<file path="src/rtl/showcase_ram_arbiter.sv">
// rtl/showcase_ram_arbiter.sv - Round-robin two-port arbiter owning a small scratch RAM
// Optional build macro: SHOWCASE_RAM_ARB_STATS_EN adds per-port 16-bit saturating grant counters.
module showcase_ram_arbiter #(
  parameter int DATA_WIDTH = 8,
  parameter int ADDR_WIDTH = 2
) (
  input  logic                  clk,
  input  logic                  rst_n,
  input  logic                  req_0_valid,
  output logic                  req_0_ready,
  input  logic                  req_0_we,
  input  logic [ADDR_WIDTH-1:0] req_0_addr,
  input  logic [DATA_WIDTH-1:0] req_0_wdata,
  input  logic                  req_0_lock,
  input  logic                  req_1_valid,
  output logic                  req_1_ready,
  input  logic                  req_1_we,
  input  logic [ADDR_WIDTH-1:0] req_1_addr,
  input  logic [DATA_WIDTH-1:0] req_1_wdata,
  input  logic                  req_1_lock,
  output logic                  rsp_0_valid,
  output logic [DATA_WIDTH-1:0] rsp_0_data,
  output logic                  rsp_1_valid,
  output logic [DATA_WIDTH-1:0] rsp_1_data
`ifdef SHOWCASE_RAM_ARB_STATS_EN
  ,
  output logic [15:0]           grant_cnt_0,
  output logic [15:0]           grant_cnt_1
`endif
);

  localparam int DEPTH = 1 << ADDR_WIDTH;

  typedef enum logic [1:0] {
    IDLE  = 2'd0,
    LOCK0 = 2'd1,
    LOCK1 = 2'd2
  } state_t;

  state_t                r_state;
  state_t                w_state_nxt;
  logic                  r_last;
  logic                  w_gnt0;
  logic                  w_gnt1;
  logic                  w_rd0;
  logic                  w_rd1;
  logic [DATA_WIDTH-1:0] r_mem [DEPTH];
  logic                  r_rsp_0_valid;
  logic                  r_rsp_1_valid;
  logic [DATA_WIDTH-1:0] r_rsp_0_data;
  logic [DATA_WIDTH-1:0] r_rsp_1_data;

  // State register: arbitration mode, reset drops any lock
  always_ff @(posedge clk or negedge rst_n) begin
    if (!rst_n) begin
      r_state <= IDLE;
    end else begin
      r_state <= w_state_nxt;
    end
  end

  // Next state: an accepted beat either takes/keeps the lock or releases it
  always_comb begin
    w_state_nxt = r_state;
    if (w_gnt0) begin
      w_state_nxt = req_0_lock ? LOCK0 : IDLE;
    end else if (w_gnt1) begin
      w_state_nxt = req_1_lock ? LOCK1 : IDLE;
    end
  end

  // Grant decision: round-robin in IDLE, owner-only while locked
  always_comb begin
    w_gnt0 = 1'b0;
    w_gnt1 = 1'b0;
    case (r_state)
      IDLE: begin
        // On contention the port that was not served last wins
        w_gnt0 = req_0_valid & (~req_1_valid | r_last);
        w_gnt1 = req_1_valid & (~req_0_valid | ~r_last);
      end
      LOCK0:   w_gnt0 = req_0_valid;
      LOCK1:   w_gnt1 = req_1_valid;
      default: ;
    endcase
  end

  assign req_0_ready = w_gnt0;
  assign req_1_ready = w_gnt1;
  assign w_rd0       = w_gnt0 & ~req_0_we;
  assign w_rd1       = w_gnt1 & ~req_1_we;

  // Last-granted index; reset to 1 so port 0 wins the first contention
  always_ff @(posedge clk or negedge rst_n) begin
    if (!rst_n) begin
      r_last <= 1'b1;
    end else if (w_gnt0) begin
      r_last <= 1'b0;
    end else if (w_gnt1) begin
      r_last <= 1'b1;
    end
  end

  // RAM write port: contents are deliberately not reset
  always_ff @(posedge clk) begin
    if (w_gnt0 && req_0_we) begin
      r_mem[req_0_addr] <= req_0_wdata;
    end else if (w_gnt1 && req_1_we) begin
      r_mem[req_1_addr] <= req_1_wdata;
    end
  end

  // Read responses: one-cycle valid pulse, data held until the next read on that port
  always_ff @(posedge clk or negedge rst_n) begin
    if (!rst_n) begin
      r_rsp_0_valid <= 1'b0;
      r_rsp_1_valid <= 1'b0;
      r_rsp_0_data  <= '0;
      r_rsp_1_data  <= '0;
    end else begin
      r_rsp_0_valid <= w_rd0;
      r_rsp_1_valid <= w_rd1;
      if (w_rd0) begin
        r_rsp_0_data <= r_mem[req_0_addr];
      end
      if (w_rd1) begin
        r_rsp_1_data <= r_mem[req_1_addr];
      end
    end
  end

  assign rsp_0_valid = r_rsp_0_valid;
  assign rsp_1_valid = r_rsp_1_valid;
  assign rsp_0_data  = r_rsp_0_data;
  assign rsp_1_data  = r_rsp_1_data;

`ifdef SHOWCASE_RAM_ARB_STATS_EN
  logic [15:0] r_grant_cnt_0;
  logic [15:0] r_grant_cnt_1;

  // Accepted-beat counters, saturating at all-ones
  always_ff @(posedge clk or negedge rst_n) begin
    if (!rst_n) begin
      r_grant_cnt_0 <= '0;
      r_grant_cnt_1 <= '0;
    end else begin
      if (w_gnt0 && (r_grant_cnt_0 != 16'hFFFF)) begin
        r_grant_cnt_0 <= r_grant_cnt_0 + 16'd1;
      end
      if (w_gnt1 && (r_grant_cnt_1 != 16'hFFFF)) begin
        r_grant_cnt_1 <= r_grant_cnt_1 + 16'd1;
      end
    end
  end

  assign grant_cnt_0 = r_grant_cnt_0;
  assign grant_cnt_1 = r_grant_cnt_1;
`else
  // Statistics disabled: no counters are built and arbitration is unchanged.
`endif

endmodule

</file>
<file path="config.mk">
export PLATFORM = sky130hd
export DESIGN_NAME = showcase_ram_arbiter
export DESIGN_NICKNAME = d
export VERILOG_FILES = /design/src/rtl/showcase_ram_arbiter.sv
export SDC_FILE = /design/constraint.sdc
export NUM_CORES = 1
export LEC_CHECK = 0
export CORE_MARGIN = 2
export CORE_UTILIZATION = 40
export CTS_CLUSTER_SIZE = 16
export DETAILED_ROUTE_END_ITERATION = 16
export PLACE_DENSITY = 0.62
export SLEW_MARGIN = 20
export SYNTH_ARGS = -nofsm -noshare
export SYNTH_HDL_FRONTEND = slang
export SYNTH_SLANG_ARGS = --single-unit
export TNS_END_PERCENT = 100
</file>
<file path="constraint.sdc">
create_clock -name clk -period 2.8 [get_ports clk]
set_clock_uncertainty 0.05 [all_clocks]
set_input_delay 0.42 -clock clk [delete_from_list [all_inputs] [get_ports clk]]
set_output_delay 0.42 -clock clk [all_outputs]
set_load 0.05 [all_outputs]
</file>
* Word level (Yosys, flattened, before mapping)
Memory sizes are Yosys's and may differ from the RTL's. A register that Yosys moved wholly into a read port is not among the register bits.
Index checks and enable logic that the tools add are counted.
** Operators by class
- Muxes and demuxes :: 16
- Bitwise operators :: 11
- Eq/ne operators :: 2
- Reductions and logical operators :: 7
** Operators by type and width (number)
- $mux 1 :: 9
- $mux 2 :: 4
- $mux 8 :: 1
- $reduce_or 8->1 :: 1
- $not 1->1 :: 5
- $and 1x1->1 :: 4
- $pmux 1 s2 :: 2
- $eq 2x1->1 const B :: 1
- $eq 2x2->1 const B :: 1
- $logic_and 1x1->1 :: 2
- $logic_not 1->1 :: 2
- $logic_not 2->1 :: 1
- $or 1x1->1 :: 2
- $reduce_bool 2->1 :: 1
** Word-level totals
- Output and inout port bits :: 20
- Bits in writable memories :: 32
- Input bits :: 28
- Memories kept :: 1
- Register bits :: 5
- Logic and storage cells :: 41
** Memories
- r_mem :: words 4, width 8, read ports 2, clocked after Yosys merged registers in 2, write ports 1, line 47 : logic [DATA_WIDTH-1:0] r_mem [DEPTH];

* Longest topological paths before layout
- Depth in word-level cells :: 10
- Mapped depth :: 4
- Depth with buffers taken out :: 3

* Worst setup path before layout
OpenSTA, ideal clock, no wires.
- Kind :: input to register
- Start :: in req_1_addr[1]
- End :: mem r_mem[2][0], enable pin
- Data required time :: 2.362 ns
- Path slack :: 0.773 ns
- Buffers on the path :: 1
- Data arrival time :: 1.589 ns
- Stages :: 3
- Setup time :: 0.388 ns
- Path through :: clkbuf_1 inv_1 o32ai_1
** On the way
- Cells in the longest elaborated chain, start to end :: 1
** Ends and longest elaborated chain
- start: declaration :: line 18 : input logic [ADDR_WIDTH-1:0] req_1_addr,
- $mux 2 (no line)
- end: declaration :: line 47
No other way between the ends.

* Worst setup path in the final report
- Start :: in req_0_valid
- End :: mem r_mem[0][3], enable pin
** On the way
- Cells in the longest elaborated chain, start to end :: 10
- Elaborated cells on any way between the ends :: 16
- Classes of those cells :: 9 x mux; 4 x bitwise; 3 x reduce/logical
** Ends and longest elaborated chain
- start: declaration :: line 9 : input logic req_0_valid,
- $not 1->1 :: line 80 : w_gnt1 = req_1_valid & (~req_0_valid | ~r_last);
- $or 1x1->1 :: line 80
- $and 1x1->1 :: line 80
- $pmux 1 s2 :: line 76 : case (r_state)
- $logic_and 1x1->1 :: line 108 : end else if (w_gnt1 && req_1_we) begin
- $mux 1 :: line 108
- $mux 1 :: line 106 : if (w_gnt0 && req_0_we) begin
- $mux 1 (implied by the code) :: line 109 : r_mem[req_1_addr] <= req_1_wdata;
- $reduce_or 8->1 (no line)
- $mux 2 (no line) or $mux 1 (tied branches)
Parallel ways exist; a longest one is shown, timed or not.

==> impl_metrics.json <==
{
  "status": "finished, final reports clean",
  "ys_top_cells_by_count": "edfxtp_1 (32), dfrtp_1 (20), mux2_2 (17), mux4_2 (15), mux2_4 (7)",
  "path_clk_slew_ps": 90,
  "ys.warnings.count": 0,
  "io_buffers": 47,
  "vias": 1387,
  "postRouteAntennaNets": 0,
  "synthFlopType": "edfxtp_1",
  "clockBufferDepth": 2,
  "grt_max_degree": 22,
  "ys_ff_latch": 53,
  "globalplace.congestion": 0.7913,
  "cts_resized": 0,
  "arrival_ps": 2030,
  "tritoncts": "yes",
  "dp_hpwl_um": 3781,
  "vias_per_cell": 5.314,
  "ff2ff_path_depth": 5,
  "peakVddDrop_mv": 0.3650,
  "routedWlPerCell_um": 19.26,
  "required_ps": 2770,
  "numCtsBuffers": 5,
  "drt_iter0_markers": 124,
  "die-area_um2": 6566,
  "cp-start-kind": "input pin",
  "syn_to_final_growth_pct": 30.26,
  "crit_top_cell": "buf_4",
  "routed_wl_um": 5026,
  "slowest_stage": "clkdlybuf4s50_1",
  "cts_root_buf": "clkbuf_8",
  "postSynthAreaPerCell_um2": 19.30,
  "num_antenna_cells": 0,
  "crit_fanout": 11,
  "min_period_ps": 2059,
  "hold_path_class": "in -> async",
  "synth_top_area_share": 0.4048,
  "crit_path_end_kind": "register",
  "fmax_mhz": 485.7,
  "synthArstFlopShare": 0.3962,
  "setup_viol": 0,
  "rsz0062_at_grt": "false",
  "grt_overflow": 0,
  "antenna_found_initial": 0,
  "maxCapViolCount": 0,
  "final_nets": 213,
  "tightestPinTransition_ps": 564.3,
  "drv_slew": 0,
  "synth_area_um2": 2374,
  "crit_chain": "clkdlybuf4s50_1, nand3b_1, nand4b_1, buf_4, o32ai_1, buf_4",
  "die_height_um": 81.03,
  "syn_inst": 123,
  "worstSetupPathType": "in -> reg",
  "grt_use_total": 0.1669,
  "fin_ws_ps": 741.1,
  "setup-tns-final_ps": 0,
  "clk-insertion-delay-late_ps": 300,
  "max_stage_delay_ps": 480,
  "design.core.area_um2": 5816,
  "synth_cell_type_count": 27,
  "drt_pass1_iterations": 4,
  "grt_pass1_vias": 1506,
  "cts_max_level": 2,
  "synth_most_common_cell": "edfxtp_1",
  "hold_viol": 0,
  "post_cts_buffers": 0,
  "cts.sinks": 53,
  "rows": 28,
  "syn-num-nets": 151,
  "pre_cts_slack_ps": 411.0,
  "synth_edf_count": 32,
  "pin_count": 48,
  "initial_core_util": 0.4081,
  "p_per_area_nw_per_um2": 908.6,
  "postCtsHoldBufs": 0,
  "die_w_um": 81.03,
  "drc": 0,
  "yosys.area.top_type": "edfxtp_1",
  "grt_pass1_wl_um": 7741,
  "leakage_nw": 1.140,
  "ys_seq_area_frac": 0.6268,
  "drive_above_1_share": 0.3656,
  "synthTopCellsByArea": "edfxtp_1 (40%), dfrtp_1 (21%), mux4_2 (14%), mux2_2 (8.1%), mux2_4 (4.4%)",
  "slew_headroom": 0.6226,
  "fin_crit_sh": 0.7353
}
## cells by family (layout without fill, tap and decap cells)
family | after synthesis | after routing | synth area share
DFF | 53 | 53 | 0.6268
muxes | 40 | 40 | 0.2783
buffers and inverters | 9 | 72 | 0.02267
AOI/OAI and AO/OA | 7 | 7 | 0.02425
and+or+nand+nor | 14 | 14 | 0.04798
## cells in the final DEF, fill, tap and decap left out, types with 2 or more instances in the layout
master           synthesis  layout
nand2_1                  2       2
inv_1                    3       3
nor3b_2                  1       2
a22o_1                   2       2
clkbuf_8                 0       6
buf_4                    1      16
o32ai_1                  4       4
edfxtp_1                32      32
mux4_2                  15      15
mux2_4                   7       7
clkdlybuf4s50_1          0      45
dfrtp_1                 20      20
nand4b_1                 2       2
mux2_2                  17      17
## registers in the layout, indices dropped and copies added, names as in the netlist
signal,cells
r_mem,32
rsp_0_data,8
rsp_1_data,8
r_state,2
r_last,1
rsp_0_valid,1
rsp_1_valid,1
## worst max-delay path: cells and delay by family
family	cells	cell delay, ps
buffers and inverters	3	950
AO/OA/AOI/OAI	1	370
AND/OR/NAND/NOR	2	290
## power breakdown
part           total, mW  switching (mW)  internal (mW)
clock network      0.435           0.239          0.196
registers           1.14           0.107           1.03
logic               1.23           0.723          0.510
total               2.81            1.07           1.74
## through the flow
step	instances	util	cell area, µm²	hold slack, ps	power [mW]
3_3_place_gp	253	0.5159	3000	433.7	2.378
6_report	261	0.5316	3092	402.8	2.809
4_1_cts	261	0.5316	3092	410.1	2.833
5_1_grt	261	0.5316	3092	420.0	2.927
2_1_floorplan	123	-	2374	74.41	1.966
3_5_place_dp	253	0.5159	3000	444.1	2.402
## cell type report
class / instances / area [µm²]
Clock buffer: 6 / 82.58
Clock inverter: 2 / 8.758
Fill cell: 489 / 2724
Inverter: 3 / 11.26
Multi-Input combinational cell: 61 / 837.1
Sequential cell: 53 / 1488
Tap cell: 75 / 93.84
Timing Repair Buffer: 61 / 570.5
## metal layers
layer	GRT usage	routed length, µm	vias to the layer above
met2	0.3008	2701	41
li1	-	-	620
met3	0.03222	194	6
met5	0	0	-
met4	0.05085	72	0
met1	0.2027	2058	720
## path summary, 6_finish.rpt
| check | end | startpoint | slack (ps) |
|---|---|---|---|
| min in group clk | rsp_0_data[7]$_DFFE_PN0P_ | rsp_0_data[7]$_DFFE_PN0P_ | 470 |
| max in group asynchronous | r_last$_DFFE_PN1P_ | rst_n | 2030 |
| setup / recovery | r_mem[0][3]$_DFFE_PP_ | req_0_valid | 740 |
| setup reg to reg | r_mem[0][3]$_DFFE_PP_ | r_state[1]$_DFFE_PN0P_ | 930 |
| hold / removal | rsp_1_data[1]$_DFFE_PN0P_ | rst_n | 400 |
| hold reg to reg | rsp_0_data[7]$_DFFE_PN0P_ | rsp_0_data[7]$_DFFE_PN0P_ | 470 |
No activity file was read; power rests on OpenSTA's default activity.
